--- config.mk ---
export PLATFORM = sky130hd
export DESIGN_NAME = imem_boot_loader_flat
export DESIGN_NICKNAME = d
export VERILOG_FILES = /design/src/rtl/imem_boot_loader_if.sv /design/src/rtl/imem_boot_loader.sv /design/src/flat_wrapper.sv
export SDC_FILE = /design/constraint.sdc
export NUM_CORES = 1
export LEC_CHECK = 0
export ABC_AREA = 1
export ABC_CLOCK_PERIOD_IN_PS = 2200
export BUFFER_PORTS_ARGS = -buffer_cell sky130_fd_sc_hd__buf_2
export CORE_MARGIN = 5
export CORE_UTILIZATION = 55
export CTS_CLUSTER_DIAMETER = 200
export DETAILED_ROUTE_END_ITERATION = 10
export GPL_TIMING_DRIVEN = 0
export HOLD_SLACK_MARGIN = 0.1
export PLACE_DENSITY = 0.77
export SLEW_MARGIN = 10
export SYNTH_ARGS = -nofsm -noshare
export SYNTH_HDL_FRONTEND = slang
export SYNTH_SLANG_ARGS = --single-unit
--- constraint.sdc ---
create_clock -name clk -period 2.2 [get_ports clk]
set_input_delay 0.11 -clock clk [delete_from_list [all_inputs] [get_ports clk]]
set_output_delay 0.11 -clock clk [all_outputs]
set_load 0.02 [all_outputs]
--- src/rtl/imem_boot_loader_if.sv ---
// Byte-stream and instruction-memory write signals of the boot loader.
// Handshake: a byte transfers on a posedge where rx_valid && rx_ready; rx_valid may drop at any time.
interface imem_boot_loader_if #(
  parameter int ADDR_W = 10
) ();
  logic              rx_valid;
  logic [7:0]        rx_data;
  logic              rx_ready;
  logic              im_we;
  logic [ADDR_W-1:0] im_addr;
  logic [31:0]       im_wdata;

  modport master (
    output rx_valid, rx_data,
    input  rx_ready, im_we, im_addr, im_wdata
  );

  modport slave (
    input  rx_valid, rx_data,
    output rx_ready, im_we, im_addr, im_wdata
  );
endinterface

--- src/rtl/imem_boot_loader.sv ---
// Boot loader: unpacks a counted byte frame into instruction memory, then releases the core.
// Optional trailing XOR checksum byte is enabled with the LOADER_CHECKSUM_EN macro.
module imem_boot_loader #(
  parameter int ADDR_W = 10
) (
  input  logic               clk,
  input  logic               RESET,
  imem_boot_loader_if.slave  bus,
  output logic               cpu_reset,
  output logic               done,
  output logic               err,
  output logic [2:0]         dbg_state
);
  localparam logic [16:0] DEPTH = 17'(1) << ADDR_W;

  typedef enum logic [2:0] {
    S_HDR0  = 3'd0,
    S_HDR1  = 3'd1,
    S_DATA  = 3'd2,
`ifdef LOADER_CHECKSUM_EN
    S_CSUM  = 3'd3,
`endif
    S_DONE  = 3'd4,
    S_ERROR = 3'd5
  } state_e;

  state_e            state_q, state_d, final_state;
  logic [15:0]       n_q, n_d, w_q, w_d, w_inc, cnt_rx;
  logic [1:0]        b_q, b_d;
  logic [23:0]       wbuf_q, wbuf_d;
  logic              im_we_q, im_we_d;
  logic [ADDR_W-1:0] im_addr_q, im_addr_d;
  logic [31:0]       im_wdata_q, im_wdata_d;
  logic              cpu_reset_q, cpu_reset_d;
  logic              rx_ready, accept;
`ifdef LOADER_CHECKSUM_EN
  logic [7:0]        csum_q, csum_d;
`endif

  always_comb begin
    rx_ready = 1'b0;
    case (state_q)
      S_HDR0, S_HDR1, S_DATA: rx_ready = !RESET;
`ifdef LOADER_CHECKSUM_EN
      S_CSUM:                 rx_ready = !RESET;
`endif
      default:                rx_ready = 1'b0;
    endcase
  end

  assign accept       = bus.rx_valid && rx_ready;
  assign cnt_rx       = {n_q[15:8], bus.rx_data};
  assign w_inc        = w_q + 16'd1;
`ifdef LOADER_CHECKSUM_EN
  assign final_state  = S_CSUM;
`else
  assign final_state  = S_DONE;
`endif

  always_comb begin
    state_d     = state_q;
    n_d         = n_q;
    w_d         = w_q;
    b_d         = b_q;
    wbuf_d      = wbuf_q;
    im_we_d     = 1'b0;
    im_addr_d   = im_addr_q;
    im_wdata_d  = im_wdata_q;
    // Release is registered so the core leaves reset after the last write has landed.
    cpu_reset_d = (state_q != S_DONE);
`ifdef LOADER_CHECKSUM_EN
    csum_d      = accept ? (csum_q ^ bus.rx_data) : csum_q;
`endif
    if (accept) begin
      case (state_q)
        S_HDR0: begin
          n_d[15:8] = bus.rx_data;
          state_d   = S_HDR1;
        end
        S_HDR1: begin
          n_d = cnt_rx;
          if (cnt_rx == 16'd0)                 state_d = final_state;
          else if ({1'b0, cnt_rx} > DEPTH)     state_d = S_ERROR;
          else                                 state_d = S_DATA;
        end
        S_DATA: begin
          b_d = b_q + 2'd1;
          case (b_q)
            2'd0:    wbuf_d = {bus.rx_data, 16'h0000};
            2'd1:    wbuf_d[15:8] = bus.rx_data;
            2'd2:    wbuf_d[7:0]  = bus.rx_data;
            default: begin
              im_we_d    = 1'b1;
              im_addr_d  = w_q[ADDR_W-1:0];
              im_wdata_d = {wbuf_q, bus.rx_data};
              w_d        = w_inc;
              if (w_inc == n_q) state_d = final_state;
            end
          endcase
        end
`ifdef LOADER_CHECKSUM_EN
        S_CSUM: state_d = ((csum_q ^ bus.rx_data) == 8'h00) ? S_DONE : S_ERROR;
`endif
        default: state_d = state_q;
      endcase
    end
  end

  always_ff @(posedge clk) begin
    if (RESET) begin
      state_q     <= S_HDR0;
      n_q         <= '0;
      w_q         <= '0;
      b_q         <= '0;
      wbuf_q      <= '0;
      im_we_q     <= 1'b0;
      im_addr_q   <= '0;
      im_wdata_q  <= '0;
      cpu_reset_q <= 1'b1;
`ifdef LOADER_CHECKSUM_EN
      csum_q      <= '0;
`endif
    end else begin
      state_q     <= state_d;
      n_q         <= n_d;
      w_q         <= w_d;
      b_q         <= b_d;
      wbuf_q      <= wbuf_d;
      im_we_q     <= im_we_d;
      im_addr_q   <= im_addr_d;
      im_wdata_q  <= im_wdata_d;
      cpu_reset_q <= cpu_reset_d;
`ifdef LOADER_CHECKSUM_EN
      csum_q      <= csum_d;
`endif
    end
  end

  assign bus.rx_ready = rx_ready;
  assign bus.im_we    = im_we_q;
  assign bus.im_addr  = im_addr_q;
  assign bus.im_wdata = im_wdata_q;
  assign cpu_reset    = cpu_reset_q;
  assign done         = (state_q == S_DONE);
  assign err          = (state_q == S_ERROR);
  assign dbg_state    = state_q;
endmodule

--- src/flat_wrapper.sv ---
// flat-port wrapper written by rule: the top's interface ports become plain ports
module imem_boot_loader_flat 
#(
  parameter int ADDR_W = 10
)
  (clk, RESET, cpu_reset, done, err, dbg_state, bus_rx_valid, bus_rx_data, bus_rx_ready, bus_im_we, bus_im_addr, bus_im_wdata);
  imem_boot_loader_if #(.ADDR_W(ADDR_W)) bus_i ();
  input  logic clk;
  input  logic RESET;
  output logic cpu_reset;
  output logic done;
  output logic err;
  output logic [2:0] dbg_state;
  input wire logic [$bits(bus_i.rx_valid)-1:0] bus_rx_valid;
  input wire logic [$bits(bus_i.rx_data)-1:0] bus_rx_data;
  output wire logic [$bits(bus_i.rx_ready)-1:0] bus_rx_ready;
  output wire logic [$bits(bus_i.im_we)-1:0] bus_im_we;
  output wire logic [$bits(bus_i.im_addr)-1:0] bus_im_addr;
  output wire logic [$bits(bus_i.im_wdata)-1:0] bus_im_wdata;
  assign bus_i.rx_valid = bus_rx_valid;
  assign bus_i.rx_data = bus_rx_data;
  assign bus_rx_ready = bus_i.rx_ready;
  assign bus_im_we = bus_i.im_we;
  assign bus_im_addr = bus_i.im_addr;
  assign bus_im_wdata = bus_i.im_wdata;
  imem_boot_loader #(.ADDR_W(ADDR_W)) u_core (.clk(clk), .RESET(RESET), .bus(bus_i), .cpu_reset(cpu_reset), .done(done), .err(err), .dbg_state(dbg_state));
endmodule
==> results_tabular.tex <==
\begin{tabular}{lr}
\hline
Metric & Value \\
\hline
\multicolumn{2}{l}{\textbf{Cells and area}} \\
\quad Fraction of layout instances using a drive strength above 1 & 16.2\% \\
\quad Final instance count without filler cells & 821 \\
\quad Antenna fix cells & 0 \\
\quad P\&R area growth vs syn & 16.6\% \\
\quad Final Cell Area & 5290 sq um \\
\quad Post-layout net count & 728 \\
\multicolumn{2}{l}{\textbf{Place}} \\
\quad Buffers on Ports & 60 \\
\quad Final weighted congestion in routability-driven placement & 0.941 \\
\quad Post-detailed-placement cell area & 4960 sq um \\
\quad Placed instance count & 797 \\
\quad HPWL Detailed & 9250 microns \\
\multicolumn{2}{l}{\textbf{Clocking}} \\
\quad CTS Buf Count & 9 \\
\quad Number of H-tree levels & 3 \\
\quad Clock root cell & sky130\_fd\_sc\_hd\_\_clkbuf\_8 \\
\quad Deepest clock path buffer count & 2 \\
\quad Clock tree from TritonCTS & built \\
\quad Clock net sink count & 105 \\
\quad Number of buffers inserted to repair setup after CTS & 0 \\
\quad Clk\_lat worst skew & 380 ps \\
\quad Clock transition time at the flip-flop clock pins of the worst setup and hold paths & 110 ps \\
\multicolumn{2}{l}{\textbf{Status}} \\
\quad Result of the run & complete, no violations \\
\multicolumn{2}{l}{\textbf{Min path}} \\
\quad End of the worst hold path & u\_core.n\_q[0]\$\_SDFFE\_PP0P\_ \\
\quad Origin of the worst min-delay path & bus\_rx\_valid \\
\quad Hold Path Class & in -> reg \\
\quad Number of cells on the worst hold path & 5 \\
\multicolumn{2}{l}{\textbf{Synthesis}} \\
\quad Synth Warn \# & 0 \\
\quad \#FFs+latches synth & 105 \\
\quad Cells after Synth & 632 \\
\quad Post-synthesis cell area & 4530 sq um \\
\quad Sequential share of the synthesized area & 46.4\% \\
\quad Syn Nets & 649 \\
\quad Synthesized area per cell & 7.17 sq um \\
\quad Netlist cell types & 29 \\
\multicolumn{2}{l}{\textbf{Global route}} \\
\quad Aggregate global-route resource usage & 25.4\% \\
\quad Global-route wire length before repair & 20,100 microns \\
\quad Number of global-route vias before repair & 4,042 \\
\quad Maximum number of pins on one net before global-route repair & 21 \\
\quad Global route total overflow & 0 \\
\quad Initial antenna violation count & 0 \\
\multicolumn{2}{l}{\textbf{STA}} \\
\quad Total Negative Setup Slacks & 0 ps \\
\quad Max Freq & 0.494 GHz \\
\quad Period utilization & 92.0\% \\
\quad Minimum clock period after layout & 2020 ps \\
\quad Number of setup violations in the final report & 0 \\
\quad Maximum clock skew at final layout & 12.6 ps \\
\quad RSZ-0062 raised after global routing & false \\
\quad Number of slew-limit violations in the final report & 0 \\
\quad Worst Tran Pin Value & 598 ps \\
\quad Hold Vio Cnt, Final & 0 \\
\quad Worst slew slack as a fraction of its limit & 60.1\% \\
\multicolumn{2}{l}{\textbf{Route}} \\
\quad Antenna Nets Post-Route & 0 \\
\quad Detail-routed via count per cell & 5.51 \\
\quad Highest signal layer in the routed design & met4 \\
\quad Total met2 wirelength after detailed routing & 5620 microns \\
\quad Met3 layer wire length in the routed design & 993 microns \\
\quad WL met1 & 5700 microns \\
\quad Number of DRC markers after the initial detailed-route iteration & 417 \\
\quad Number of vias after detailed routing & 4,525 \\
\quad DRC violation count after routing & 0 \\
\quad Wire length per cell after detailed routing & 15.2 microns \\
\quad First-pass detailed-route iteration total & 5 \\
\quad Wire length after detailed routing & 12,500 microns \\
\multicolumn{2}{l}{\textbf{Die}} \\
\quad Top Ports & 61 \\
\quad Initial standard-cell utilization of the core & 55.7\% \\
\quad Core region area & 8130 sq um \\
\quad Width of the die & 101 microns \\
\quad Overall die area & 10,200 sq um \\
\quad Number of core rows & 33 \\
\quad Die H & 101 microns \\
\multicolumn{2}{l}{\textbf{Job}} \\
\quad Max-capacitance violation count & 0 \\
\multicolumn{2}{l}{\textbf{Worst setup path}} \\
\quad Startpoint of the lowest-slack register-to-register path & u\_core.w\_q[1]\$\_SDFFE\_PP0P\_ \\
\quad Startpoint class of the critical path & flop \\
\quad Endpoint type of the worst setup path & flop \\
\quad Required @ worst endpoint & 2490 ps \\
\quad R2R depth & 16 \\
\quad Highest net fanout along the worst path & 6 \\
\quad Critical path data arrival time & 2310 ps \\
\quad Endpoint of the most critical register-to-register path & u\_core.dbg\_state[2]\$\_SDFFE\_PP0P\_ \\
\quad Internal reg-to-reg setup slack & 180 ps \\
\quad Type of the setup path with the least slack & reg -> reg \\
\multicolumn{2}{l}{\textbf{Power}} \\
\quad Total power divided by cell area & 667 nW/um\^{}2 \\
\quad Leak & 2.23 nW \\
\quad Highest ir drop seen on vdd & 0.431 mV \\
\hline
\end{tabular}
cell type report:
class	count	area, sq um
fillers	717	2850
flip-flops and latches	105	2110
multi-input cells	445	2100
repair buffers	69	390
inverters	56	210
well taps	105	131
clock buffers	9	124
plain buffers	25	123
clock inverters	7	95.1
worst max-delay path: stages (launching register included):
cell,delay [ps]
sky130_fd_sc_hd__dfxtp_2,410
sky130_fd_sc_hd__ha_1,220
sky130_fd_sc_hd__inv_1,70
sky130_fd_sc_hd__nor2_2,170
sky130_fd_sc_hd__nand2_1,90
sky130_fd_sc_hd__nand2_1,100
sky130_fd_sc_hd__nand2_1,50
sky130_fd_sc_hd__nand2_1,50
sky130_fd_sc_hd__nand2_1,40
sky130_fd_sc_hd__nor2_1,160
sky130_fd_sc_hd__nand2_1,90
sky130_fd_sc_hd__nor2_2,120
sky130_fd_sc_hd__nand3_2,100
sky130_fd_sc_hd__nand2_2,120
sky130_fd_sc_hd__nand2_1,60
sky130_fd_sc_hd__nand2_1,60
sky130_fd_sc_hd__nor2_1,40
cell families (layout without fill, tap and decap cells):
logic type	Yosys count	count (layout)	share of synthesized area [%]
and+or+nand+nor	284	284	26.8
AOI/OAI and AO/OA	154	154	17.5
DFF	105	105	46.4
buffers and inverters	82	166	7.40
adders and majority gates	6	6	1.66
xor gates and xnor gates	1	1	0.193
worst max-delay path by stage:
stage	from	to	slack, ps	cells past startpoint
after floorplan	u_core.w_q[0]$_SDFFE_PP0P_	u_core.dbg_state[1]$_SDFFE_PP0P_	450	16
after global placement	u_core.w_q[0]$_SDFFE_PP0P_	u_core.dbg_state[1]$_SDFFE_PP0P_	80	14
after detailed placement	u_core.w_q[0]$_SDFFE_PP0P_	u_core.dbg_state[2]$_SDFFE_PP0P_	40	14
after CTS	u_core.w_q[0]$_SDFFE_PP0P_	u_core.dbg_state[2]$_SDFFE_PP0P_	40	14
after global routing	u_core.w_q[1]$_SDFFE_PP0P_	u_core.dbg_state[0]$_SDFFE_PP0P_	2	16
final	u_core.w_q[1]$_SDFFE_PP0P_	u_core.dbg_state[2]$_SDFFE_PP0P_	180	16
state kept, by name, summed over array words and instances, names as in the netlist:
| signal | count |
|---|---|
| u_core.bus.im_wdata | 32 |
| u_core.wbuf_q | 24 |
| u_core.n_q | 16 |
| u_core.w_q | 16 |
| u_core.bus.im_addr | 10 |
| u_core.dbg_state | 3 |
| u_core.b_q | 2 |
| u_core.bus.im_we | 1 |
| u_core.cpu_reset | 1 |
metal layers:
| metal | global-route usage, % | vias up |
|---|---|---|
| li1 | - | 2231 |
| met2 | 40.3 | 177 |
| met1 | 35.6 | 2094 |
| met5 | 0 | - |
| met3 | 5.12 | 23 |
| met4 | 5.80 | 0 |
per-stage QoR:
step | utilization [%] | hold slack, ps | power (mW) | worst slack, ps
4_1_cts | 64.8 | 233 | 3.54 | 36.0
3_5_place_dp | 61.0 | 391 | 2.25 | 39.1
3_3_place_gp | 61.0 | 383 | 2.24 | 81.6
6_report | 65.0 | 238 | 3.53 | 176
5_1_grt | 65.0 | 246 | 3.66 | 1.70
2_1_floorplan | - | 188 | 2.16 | 452
cell usage after synthesis (all sizes together):
cell	n	area share, %
and2	1	0.14
xnor2	1	0.19
a21oi	64	7.1
nand3b	1	0.17
nor3	7	0.88
inv	56	4.6
nand2	134	11
nand4	9	1.2
o21bai	2	0.41
ha	6	1.7
nand3	34	4.0
a31oi	4	0.55
buf	11	1.5
a211oi	4	0.66
o21ai	80	8.8
dfxtp	105	46
nor2	97	8.9
nor4	1	0.14
clkbuf	15	1.2
layout by cell type (no fill, tap or decap), drive strengths merged:
cell type | Yosys | routed
nor4 | 1 | 1
nand3b | 1 | 1
nor3 | 7 | 7
clkinv | 0 | 2
nand3 | 34 | 34
xnor2 | 1 | 1
clkbuf | 15 | 25
nand2 | 134 | 134
a31oi | 4 | 4
o21ai | 80 | 80
ha | 6 | 6
dlygate4sd3 | 0 | 9
dfxtp | 105 | 105
and2 | 1 | 1
a21oi | 64 | 64
nand4 | 9 | 9
o21bai | 2 | 2
nor2 | 97 | 97
bufinv | 0 | 1
buf | 11 | 69
inv | 56 | 60
a211oi | 4 | 4
where the power goes:
| group | total (mW) | internal, mW | switching (mW) |
|---|---|---|---|
| registers | 1.95 | 1.93 | 0.0254 |
| logic | 0.273 | 0.0870 | 0.186 |
| clock network | 1.30 | 0.562 | 0.738 |
timing repair:
| action | CTS | global route |
|---|---|---|
| setup endpoints to repair | 0 | 11 |
| endpoints found under the hold margin | 22 | 0 |
| resized for setup | 0 | 6 |
| hold buffers | 9 | 0 |
Note: power is estimated with default switching activity, not from simulation.
